`src/rtl/noaa_pkg.sv`:
```
// Shared widths, defaults and state encoding for the NOAA sample scheduler.
// Optional ADC timeout is enabled with NOAA_SCHED_TIMEOUT_EN.
package noaa_pkg;

  localparam int unsigned TEMP_WIDTH      = 12;
  localparam int unsigned PERIOD_W        = 16;
  localparam int unsigned ITERS_DEF       = 4;
  localparam int unsigned DP_LAT          = 2;
  localparam int unsigned TIMEOUT_CYC_DEF = 255;

  typedef enum logic [2:0] {
    S_IDLE,
    S_WAIT_TICK,
    S_REQ,
    S_AVG_PH,
    S_SD_PH,
    S_PUBLISH
  } sched_state_e;

  // A period of 0 behaves like 1: the tick fires on the first timer cycle.
  function automatic logic [PERIOD_W-1:0] reload_val(input logic [PERIOD_W-1:0] period);
    return (period == '0) ? '0 : period - 1'b1;
  endfunction

endpackage

```
`src/rtl/noaa_sample_sched_if.sv`:
```
// Control, ADC handshake and datapath signals of the sample scheduler.
interface noaa_sample_sched_if;

  logic                                start;
  logic [noaa_pkg::PERIOD_W-1:0]       period;
  logic                                adc_req;
  logic                                adc_ack;
  logic [noaa_pkg::TEMP_WIDTH-1:0]     adc_data;
  logic [noaa_pkg::TEMP_WIDTH-1:0]     tn;
  logic                                smpl_stb;
  logic                                mode;
  logic [noaa_pkg::TEMP_WIDTH-1:0]     dp_avg_sd;
  logic [noaa_pkg::TEMP_WIDTH-1:0]     avg;
  logic [noaa_pkg::TEMP_WIDTH-1:0]     sd;
  logic                                res_valid;
  logic                                busy;
  logic                                err;

  modport master (
    output start, period, adc_ack, adc_data, dp_avg_sd,
    input  adc_req, tn, smpl_stb, mode, avg, sd, res_valid, busy, err
  );

  modport slave (
    input  start, period, adc_ack, adc_data, dp_avg_sd,
    output adc_req, tn, smpl_stb, mode, avg, sd, res_valid, busy, err
  );

endinterface

```
`src/rtl/sched_tick_timer.sv`:
```
// Loadable down-counter pacing acquisitions; tick is high while the count is zero.
module sched_tick_timer #(
  parameter int unsigned Width = 16
) (
  input  logic             clk,
  input  logic             rst_n,
  input  logic             reload,
  input  logic             en,
  input  logic [Width-1:0] load_val,
  output logic             tick
);

  logic [Width-1:0] cnt_q;

  always_ff @(posedge clk or negedge rst_n) begin
    if (!rst_n) begin
      cnt_q <= '0;
    end else if (reload) begin
      cnt_q <= load_val;
    end else if (en && (cnt_q != '0)) begin
      cnt_q <= cnt_q - 1'b1;
    end
  end

  assign tick = (cnt_q == '0);

endmodule

```
`src/rtl/noaa_sample_sched.sv`:
```
// Acquisition sequencer: paced ADC fetch, mean phase, std-dev phase, publish.
// Define NOAA_SCHED_TIMEOUT_EN to abandon an unanswered ADC request and flag err.
module noaa_sample_sched
  import noaa_pkg::*;
#(
  parameter int unsigned ITERS       = ITERS_DEF,
  parameter int unsigned DP_LAT      = noaa_pkg::DP_LAT,
  parameter int unsigned TIMEOUT_CYC = TIMEOUT_CYC_DEF
) (
  input logic                clk,
  input logic                rst_n,
  noaa_sample_sched_if.slave bus
);

  localparam int unsigned     CntW    = $clog2(ITERS + DP_LAT);
  localparam logic [CntW-1:0] AvgLast = CntW'(DP_LAT - 1);
  localparam logic [CntW-1:0] SdLast  = CntW'(ITERS + DP_LAT - 2);

  sched_state_e          state_q, state_d;
  logic [CntW-1:0]       cnt_q, cnt_d;
  logic                  reload, tick, capture, timeout;
  logic [PERIOD_W-1:0]   load_val;
  logic                  adc_req_q, smpl_stb_q, mode_q, busy_q, res_valid_q;
  logic [TEMP_WIDTH-1:0] tn_q, avg_hold_q, sd_hold_q, avg_q, sd_q;

  assign load_val = reload_val(bus.period);
  // adc_req_q gates the capture so an ACK held past the handshake is ignored.
  assign capture  = (state_q == S_REQ) && adc_req_q && bus.adc_ack;

  sched_tick_timer #(
    .Width(PERIOD_W)
  ) u_timer (
    .clk     (clk),
    .rst_n   (rst_n),
    .reload  (reload),
    .en      (state_q == S_WAIT_TICK),
    .load_val(load_val),
    .tick    (tick)
  );

`ifdef NOAA_SCHED_TIMEOUT_EN
  localparam int unsigned     ToW    = $clog2(TIMEOUT_CYC + 1);
  localparam logic [ToW-1:0]  ToLast = ToW'(TIMEOUT_CYC - 1);

  logic [ToW-1:0] to_cnt_q;
  logic           err_q;

  assign timeout = (state_q == S_REQ) && !bus.adc_ack && (to_cnt_q == ToLast);

  always_ff @(posedge clk or negedge rst_n) begin
    if (!rst_n) begin
      to_cnt_q <= '0;
      err_q    <= 1'b0;
    end else begin
      to_cnt_q <= (state_q == S_REQ) ? to_cnt_q + 1'b1 : '0;
      if (timeout) err_q <= 1'b1;
    end
  end

  assign bus.err = err_q;
`else
  assign timeout = 1'b0;
  assign bus.err = 1'b0;
`endif

  always_comb begin
    state_d = state_q;
    cnt_d   = cnt_q;
    reload  = 1'b0;
    case (state_q)
      S_IDLE: begin
        if (bus.start) begin
          state_d = S_WAIT_TICK;
          reload  = 1'b1;
        end
      end
      S_WAIT_TICK: begin
        if (!bus.start)  state_d = S_IDLE;
        else if (tick)   state_d = S_REQ;
      end
      S_REQ: begin
        if (capture || timeout) begin
          state_d = S_AVG_PH;
          cnt_d   = '0;
        end
      end
      S_AVG_PH: begin
        if (cnt_q == AvgLast) begin
          state_d = S_SD_PH;
          cnt_d   = '0;
        end else begin
          cnt_d = cnt_q + 1'b1;
        end
      end
      S_SD_PH: begin
        if (cnt_q == SdLast) state_d = S_PUBLISH;
        else                 cnt_d   = cnt_q + 1'b1;
      end
      S_PUBLISH: begin
        // The timer restarts here, so a long sequence only delays the next tick.
        if (bus.start) begin
          state_d = S_WAIT_TICK;
          reload  = 1'b1;
        end else begin
          state_d = S_IDLE;
        end
      end
      default: state_d = S_IDLE;
    endcase
  end

  always_ff @(posedge clk or negedge rst_n) begin
    if (!rst_n) begin
      state_q     <= S_IDLE;
      cnt_q       <= '0;
      adc_req_q   <= 1'b0;
      smpl_stb_q  <= 1'b0;
      mode_q      <= 1'b0;
      busy_q      <= 1'b0;
      res_valid_q <= 1'b0;
      tn_q        <= '0;
      avg_hold_q  <= '0;
      sd_hold_q   <= '0;
      avg_q       <= '0;
      sd_q        <= '0;
    end else begin
      state_q     <= state_d;
      cnt_q       <= cnt_d;
      adc_req_q   <= (state_d == S_REQ);
      mode_q      <= (state_d == S_SD_PH);
      busy_q      <= !(state_d inside {S_IDLE, S_WAIT_TICK});
      smpl_stb_q  <= capture;
      res_valid_q <= (state_q == S_PUBLISH);
      if (capture) tn_q <= bus.adc_data;
      if ((state_q == S_AVG_PH) && (cnt_q == AvgLast)) avg_hold_q <= bus.dp_avg_sd;
      if ((state_q == S_SD_PH) && (cnt_q == SdLast))   sd_hold_q  <= bus.dp_avg_sd;
      if (state_q == S_PUBLISH) begin
        avg_q <= avg_hold_q;
        sd_q  <= sd_hold_q;
      end
    end
  end

  assign bus.adc_req   = adc_req_q;
  assign bus.smpl_stb  = smpl_stb_q;
  assign bus.mode      = mode_q;
  assign bus.busy      = busy_q;
  assign bus.res_valid = res_valid_q;
  assign bus.tn        = tn_q;
  assign bus.avg       = avg_q;
  assign bus.sd        = sd_q;

endmodule
```
`src/flat_wrapper.sv`:
```
// flat-port wrapper written by rule: the top's interface ports become plain ports
module noaa_sample_sched_flat import noaa_pkg::*;
#(
  parameter int unsigned ITERS       = ITERS_DEF,
  parameter int unsigned DP_LAT      = noaa_pkg::DP_LAT,
  parameter int unsigned TIMEOUT_CYC = TIMEOUT_CYC_DEF
)
  (clk, rst_n, bus_start, bus_period, bus_adc_ack, bus_adc_data, bus_dp_avg_sd, bus_adc_req, bus_tn, bus_smpl_stb, bus_mode, bus_avg, bus_sd, bus_res_valid, bus_busy, bus_err);
  noaa_sample_sched_if bus_i ();
  input logic clk;
  input logic rst_n;
  input wire logic [$bits(bus_i.start)-1:0] bus_start;
  input wire logic [$bits(bus_i.period)-1:0] bus_period;
  input wire logic [$bits(bus_i.adc_ack)-1:0] bus_adc_ack;
  input wire logic [$bits(bus_i.adc_data)-1:0] bus_adc_data;
  input wire logic [$bits(bus_i.dp_avg_sd)-1:0] bus_dp_avg_sd;
  output wire logic [$bits(bus_i.adc_req)-1:0] bus_adc_req;
  output wire logic [$bits(bus_i.tn)-1:0] bus_tn;
  output wire logic [$bits(bus_i.smpl_stb)-1:0] bus_smpl_stb;
  output wire logic [$bits(bus_i.mode)-1:0] bus_mode;
  output wire logic [$bits(bus_i.avg)-1:0] bus_avg;
  output wire logic [$bits(bus_i.sd)-1:0] bus_sd;
  output wire logic [$bits(bus_i.res_valid)-1:0] bus_res_valid;
  output wire logic [$bits(bus_i.busy)-1:0] bus_busy;
  output wire logic [$bits(bus_i.err)-1:0] bus_err;
  assign bus_i.start = bus_start;
  assign bus_i.period = bus_period;
  assign bus_i.adc_ack = bus_adc_ack;
  assign bus_i.adc_data = bus_adc_data;
  assign bus_i.dp_avg_sd = bus_dp_avg_sd;
  assign bus_adc_req = bus_i.adc_req;
  assign bus_tn = bus_i.tn;
  assign bus_smpl_stb = bus_i.smpl_stb;
  assign bus_mode = bus_i.mode;
  assign bus_avg = bus_i.avg;
  assign bus_sd = bus_i.sd;
  assign bus_res_valid = bus_i.res_valid;
  assign bus_busy = bus_i.busy;
  assign bus_err = bus_i.err;
  noaa_sample_sched #(.ITERS(ITERS), .DP_LAT(DP_LAT), .TIMEOUT_CYC(TIMEOUT_CYC)) u_core (.clk(clk), .rst_n(rst_n), .bus(bus_i));
endmodule
```
`config.mk`:
```
export PLATFORM = sky130hd
export DESIGN_NAME = noaa_sample_sched_flat
export DESIGN_NICKNAME = d
export VERILOG_FILES = /design/src/rtl/noaa_pkg.sv /design/src/rtl/noaa_sample_sched_if.sv /design/src/rtl/sched_tick_timer.sv /design/src/rtl/noaa_sample_sched.sv /design/src/flat_wrapper.sv
export SDC_FILE = /design/constraint.sdc
export NUM_CORES = 1
export LEC_CHECK = 0
export ABC_AREA = 1
export CAP_MARGIN = 20
export CORE_ASPECT_RATIO = 1.25
export CORE_UTILIZATION = 45
export DETAILED_ROUTE_END_ITERATION = 10
export DONT_BUFFER_PORTS = 1
export PLACE_DENSITY_LB_ADDON = 0.25
export SLEW_MARGIN = 20
export SYNTH_ARGS = -nofsm -noshare
export SYNTH_HDL_FRONTEND = slang
export SYNTH_SLANG_ARGS = --single-unit
```
`constraint.sdc`:
```
create_clock -name clk -period 1.9 [get_ports clk]
set_input_delay 0.19 -clock clk [delete_from_list [all_inputs] [get_ports clk]]
set_output_delay 0.19 -clock clk [all_outputs]
set_load 0.05 [all_outputs]
```
==> results of run 1 <==
-- worst max-delay path: cells and delay by family, from the launching register on --
kind | cells | cell delay, ns
AOI/OAI and AO/OA | 1 | 0.10
buffers and inverters | 2 | 0.30
DFF | 1 | 0.38
and+or+nand+nor | 5 | 0.65
adders and majority gates | 1 | 0.23
-- cell usage in the layout, fill, tap and decap left out, types with 3 or more instances in the layout --
cell type / n
nor2_1: 53
inv_1: 51
o21ai_0: 34
nor2_2: 7
nand2_1: 236
nand2_2: 4
xor2_1: 5
nand3_2: 3
dlygate4sd3_1: 24
clkbuf_16: 9
dfrtp_1: 87
a21oi_1: 5
inv_2: 4
buf_4: 8
ha_1: 6
nand3_1: 43
o21ai_1: 5
-- per-layer routing --
metal	vias to the layer above	share of wire	GRT usage
met5	-	0	0
met4	0	0.016	0.0710
met3	11	0.052	0.0437
met2	127	0.48	0.331
met1	1705	0.45	0.260
li1	1860	-	-
-- synthesized netlist by cell type (5+ instances only) --
library cell,instances,share of area
nand2_1,237,0.20
dfrtp_1,87,0.49
nor2_1,54,0.046
inv_1,51,0.043
nand3_1,44,0.050
o21ai_0,34,0.038
buf_2,8,0.0091
ha_1,6,0.017
nor2_2,6,0.0085
a21oi_1,5,0.0057
o21ai_1,5,0.0057
xor2_1,5,0.0099
-- state kept, by name (all words and copies together) (netlist names) --
| register | flops |
|---|---|
| u_core.bus.mode | 1 |
| u_core.bus.tn | 12 |
| u_core.bus.res_valid | 1 |
| u_core.bus.smpl_stb | 1 |
| u_core.avg_hold_q | 12 |
| u_core.bus.avg | 12 |
| u_core.sd_hold_q | 12 |
| u_core.bus.adc_req | 1 |
| u_core.cnt_q | 3 |
| u_core.state_q | 3 |
| u_core.bus.sd | 12 |
| u_core.u_timer.cnt_q | 16 |
| u_core.bus.busy | 1 |
-- layout make-up --
class	instances	area, um^2	area share
Timing Repair Buffer	32	300	0.0591
Tap cell	126	158	0.0310
Inverter	55	206	0.0406
Clock buffer	9	225	0.0443
Clock inverter	6	68.8	0.0135
Sequential cell	87	2180	0.428
Multi-Input combinational cell	422	1950	0.383
-- through the flow --
step	power (mW)	setup slack [ns]	std cells	cell area, um^2	hold WS (ns)
after global routing	8.30	0.0424	737	5080	-0.474
after floorplan	5.45	0.366	581	4420	-0.106
after CTS	7.73	0.118	736	5050	-0.468
final	7.76	0.193	737	5080	-0.454
after global placement	5.80	0.258	697	4520	-0.104
after detailed placement	5.89	0.137	697	4520	-0.104
-- path summary, 6_finish.rpt --
path | endpoint | slack (ns)
setup / recovery | u_core.u_timer.cnt_q[10] | 0.19
hold / removal | u_core.bus.sd[5] | -0.45
setup reg to reg | u_core.u_timer.cnt_q[10] | 0.19
hold reg to reg | u_core.bus.sd[7] | 0.47
max in group asynchronous | u_core.u_timer.cnt_q[6] | 2.24
min in group clk | u_core.avg_hold_q[0] | 0.02
-- what timing repair did --
action,in CTS,in global routing
resized for setup,0,5
setup buffers,0,1
hold endpoints to repair,122,87
setup endpoints to repair,0,16
-- where the power goes --
part           switching (mW)  internal, mW  leakage (nW)
logic                    1.42         0.795          1.41
clock network           0.746          1.03         0.148
registers                1.32          2.45          1.06
-- logic make-up (layout without fill, tap and decap cells) --
kind of cell             Yosys count  in the layout
AO/OA/AOI/OAI                     52             52
XOR/XNOR                           7              7
flip-flops                        87             87
other                              1              1
buffers and inverters             72            102
AND/OR/NAND/NOR                  356            356
adder cells (fa/ha/maj)            6              6
==> qor.csv, run 1 <==
metric,value,unit
synth-simple-area-share,0.339,
place.gp.congestion,0.909,
syn_area,0.00442,mm^2
cts.sinks,87,
syn_nets,631,
synthAdderAreaFrac,0.0170,
synth.area.mux_share,0,
synth_compound_area_frac,0.0645,
num_vias,3703,
startpoint,u_core.u_timer.cnt_q[0],
endpoint_kind,flip-flop,
ioPinCount,86,
max_stage_delay,0.38,ns
grt_pass1_wl,16600,um
cp-start-kind,flip-flop,
reg2reg_from,u_core.u_timer.cnt_q[0],
finalCritPeriodShare,0.898,
ir_drop,0.561,mV
synth_edf_count,0,
p_leak,2.62,nW
drv_slew,0,
crit_chain,inv_1 -> ha_1 -> nand3_2 -> nor2_2 -> nand2_2 -> nand2_4 -> buf_4 -> o211ai_1 -> nand2_1,
fp.coreArea,0.00956,mm^2
start_util,0.462,
max_slew_margin,0.655,
drtPass1Iterations,5,
grt_max_degree,88,
yosys_most_used_dff,dfrtp_1,
failed_checks,negative hold slack,
utilization,0.532,
setup_viol,0,
slowest_stage,dfrtp_1,
numCtsBuffers,9,
cts_buffer_depth,2,
post-dp-hpwl,6800,um
grt_overflow_total,0,
reg2regPathDepth,9,
hold_slack,-0.454,ns
yosys.area_share.xor_xnor,0.0139,
crit_arrival,1.98,ns
viasPerCell,5.02,
drt.antenna.violating_nets,0,
fillCellCount,899,
async_flop_share,1.00,
worst-setup-path-type,flip-flop to flip-flop,
syn_avg_cell_area,7.61,um^2
cts_htree_levels,3,
routedWlPerCell,13.3,um
max_freq,586,MHz
skew,0.00525,ns
holdBufCountCts,24,
placementRows,40,
drtIter0Drc,220,
syn2layout_area_growth,14.9,%
rsz0062_at_grt,false,
layout-drive-gt1-share,0.0802,
required,2.17,ns
worst_pin_slew,0.517,ns
ys_ff_latch,87,
hold_violations,87,
yosys_warnings,0,
p_per_area,1530,mW/mm^2
synthCells,581,
outcome,"finished, violations left",
antenna_cells,0,
ys_seq_area_frac,0.492,
cap_violations,0,
wl,9820,um
drc,0,
synth_cell_type_count,32,
period_needed,1.71,ns
finalNetCount,657,
dieArea,0.0102,mm^2
synth_top_family_by_area,simple AND/OR/NAND/NOR gates,
grt_pass1_vias,3663,
grt_use_total,0.200,
clock_latency,0.33,ns
fp.dieW,90.7,um
antenna_found_initial,0,
min_path_type,input pin to asynchronous set/reset pin,
crit_fanout,9,
fin_tns_setup,0,ns
cts-root-buf,clkbuf_16,
clk_pin_slew,0.07,ns
io_buffer_count,0,
cts_tree,done,
die_h,113,um
Power figures use the tool's default switching activity.
==> inputs of run 2 (changes only) <==
- ABC_CLOCK_PERIOD_IN_PS: unset -> 1900
- SKIP_LAST_GASP: unset -> 1
==> results of run 2 <==
Same layout as run 1: the final DEF is identical, and so are final timing and power.
==> inputs of run 3 (changes only) <==
- CORE_UTILIZATION: 45 -> 55
- GPL_ROUTABILITY_DRIVEN: unset -> 0
- SKIP_CTS_REPAIR_TIMING: unset -> 1
==> run 3 against run 2 <==
Compared with the run above:
- the run still ends with negative hold slack left
- clock power down 33%
- register-to-register slack lost 0.05 ns
- final cell count decreased by 4.2%
- routed wire length fell by 4.4%
- sequential cell count stayed put
- critical path depth unchanged
- core utilization up 9.8 points
- maximum frequency fell by 2.7%
- critical path type unchanged
- largest cell class unchanged
- highest routed layer unchanged
==> qor.csv, run 3 (synthesis results as in run 1) <==
metric,value,unit,change
startpoint,u_core.u_timer.cnt_q[0],,
antenna_found_initial,0,,unchanged
required,2.18,ns,about the same
cts.sinks,87,,unchanged
p_leak,2.56,nW,-2.2%
top_layer_used,met4,,
endpoint_kind,flip-flop,,
grt_use_total,0.242,,+0.0413
final_common_cell,nand2_1,,
r2r_slack,0.15,ns,-0.05 ns
crit_chain,inv_1 -> ha_1 -> nand3_1 -> nor2_1 -> nand2_1 -> nand2_2 -> buf_4 -> o21ai_0 -> a21oi_1,,
worst-setup-path-type,flip-flop to flip-flop,,
largest_reg_flops,16,,unchanged
max_freq,570,MHz,-2.7%
setup_viol,0,,unchanged
period_needed,1.75,ns,+0.0481 ns
failed_checks,negative hold slack,,
grt_pass1_vias,3503,,-4.4%
hold_violations,87,,unchanged
reg2reg_from,u_core.u_timer.cnt_q[0],,
min_path_type,input pin to asynchronous set/reset pin,,
outcome,"finished, violations left",,
grt_overflow_total,0,,unchanged
hold_slack,-0.483,ns,-0.0282 ns
max_slew_margin,0.664,,+0.00860
drt.antenna.violating_nets,0,,unchanged
rsz0062_at_grt,false,,
grt_pass1_wl,15300,um,-7.6%
viasPerCell,5.21,,+3.7%
antenna_cells,0,,unchanged
finalNetCount,657,,unchanged
design_area,0.00491,mm^2,-3.4%
final_cells,706,,-4.2%
max_stage_delay,0.38,ns,about the same
clk_pin_slew,0.09,ns,+0.02 ns
placed_area,0.00448,mm^2,-0.69%
grt_max_degree,88,,unchanged
fin_tns_setup,0,ns,unchanged
wl_met3,510,um,unchanged
cts-root-buf,clkbuf_8,,
numCtsBuffers,9,,unchanged
fillCellCount,690,,-23%
placementRows,36,,-10%
cap_violations,0,,unchanged
io_buffer_count,0,,unchanged
dieArea,0.00840,mm^2,-18%
fp.coreArea,0.00779,mm^2,-18%
wl_met1,4240,um,-4.2%
ir_drop,0.738,mV,+32%
fp.dieW,82.2,um,-9.3%
crit_cells,9,,unchanged
drtIter0Drc,208,,-5.5%
cts_tree,done,,
cp-start-kind,flip-flop,,
cts_htree_levels,3,,unchanged
start_util,0.567,,+0.105
critPathTopFamily,simple AND/OR/NAND/NOR gates,,
routedWlPerCell,13.3,um,-0.16%
ioPinCount,86,,unchanged
final_cell_mix,"nand2_1 (237), dfrtp_1 (87), nor2_1 (54), inv_1 (51), nand3_1 (44)",,
cts_buffer_depth,2,,unchanged
crit_fanout,12,,+3
crit_buf_inv,2,,unchanged
clock_latency,0.35,ns,+0.02 ns
finalCritPeriodShare,0.924,,+0.0253
wl,9400,um,-4.4%
dr_wl_met2,4500,um,-4.9%
slowest_stage,dfrtp_1,,
drv_slew,0,,unchanged
num_vias,3680,,-0.62%
place_ws,0.162,ns,+0.0243 ns
skew,0.0115,ns,+0.00629 ns
worst_pin_slew,0.504,ns,-0.0129 ns
crit-reg2reg-capture,u_core.u_timer.cnt_q[0],,
drc,0,,unchanged
drtPass1Iterations,6,,+1
syn2layout_area_growth,11.0,%,
p_per_area,1450,mW/mm^2,-5.3%
fin_ws,0.145,ns,-0.0481 ns
utilization,0.630,,+0.0980
crit_arrival,2.04,ns,+0.06 ns
dp.cells,667,,-4.3%
reg2regPathDepth,9,,unchanged
post-dp-hpwl,6590,um,-3.0%
largest-register,u_core.u_timer.cnt_q,,
crit_end,u_core.u_timer.cnt_q[0],,
layout-drive-gt1-share,0.0736,,-0.00655
die_h,102,um,-9.4%
-- run 3: cell count changes in the layout (fill, tap and decap cells not counted), sizes merged --
cell	change
clkinv	-1
clkbuf	+3
inv	-1
bufinv	-1
-- run 3: worst min path at each step --
stage	depth (start not counted)	endpoint	slack (ns)	from
finish	0	u_core.bus.sd[5]	-0.48	rst_n
detailed placement	0	u_core.bus.sd[5]	-0.10	rst_n
floorplan	0	u_core.avg_hold_q[0]	-0.11	rst_n
global route	0	u_core.bus.sd[5]	-0.52	rst_n
CTS	0	u_core.bus.avg[5]	-0.50	rst_n
global placement	0	u_core.bus.sd[5]	-0.10	rst_n
-- run 3: worst reg2reg max path: stages, from the launching register on --
cell	delay (ns)
dfrtp_1	0.38
inv_1	0.09
ha_1	0.19
nand3_1	0.15
nor2_1	0.17
nand2_1	0.15
nand2_2	0.12
buf_4	0.19
o21ai_0	0.11
a21oi_1	0.14
-- run 3: layout make-up --
cell class | instances | area, um^2 | share of cell area
flip-flops and latches | 87 | 2180 | 0.444
multi-input cells | 422 | 1920 | 0.392
well taps | 95 | 119 | 0.0242
repair buffers | 32 | 300 | 0.0612
inverters | 55 | 206 | 0.0421
clock buffers | 12 | 155 | 0.0316
clock inverters | 3 | 26.3 | 0.00536
-- run 3: per-stage QoR --
stage / hold WS, ns / total power, mW
2_1_floorplan: -0.106 / 5.45
3_5_place_dp: -0.104 / 5.89
3_3_place_gp: -0.104 / 5.80
6_report: -0.483 / 7.10
5_1_grt: -0.517 / 7.64
4_1_cts: -0.498 / 7.10
-- run 3: report_power, final --
group	internal (mW)	switching, mW	total (mW)
Clock	0.552	0.642	1.19
Sequential	2.45	1.31	3.76
Combinational	0.776	1.36	2.14
-- run 3: per-layer routing --
metal  vias up  track usage
met3        15       0.0723
li1       1856            -
met4         0       0.0877
met2       105        0.394
met1      1704        0.301
met5         -            0
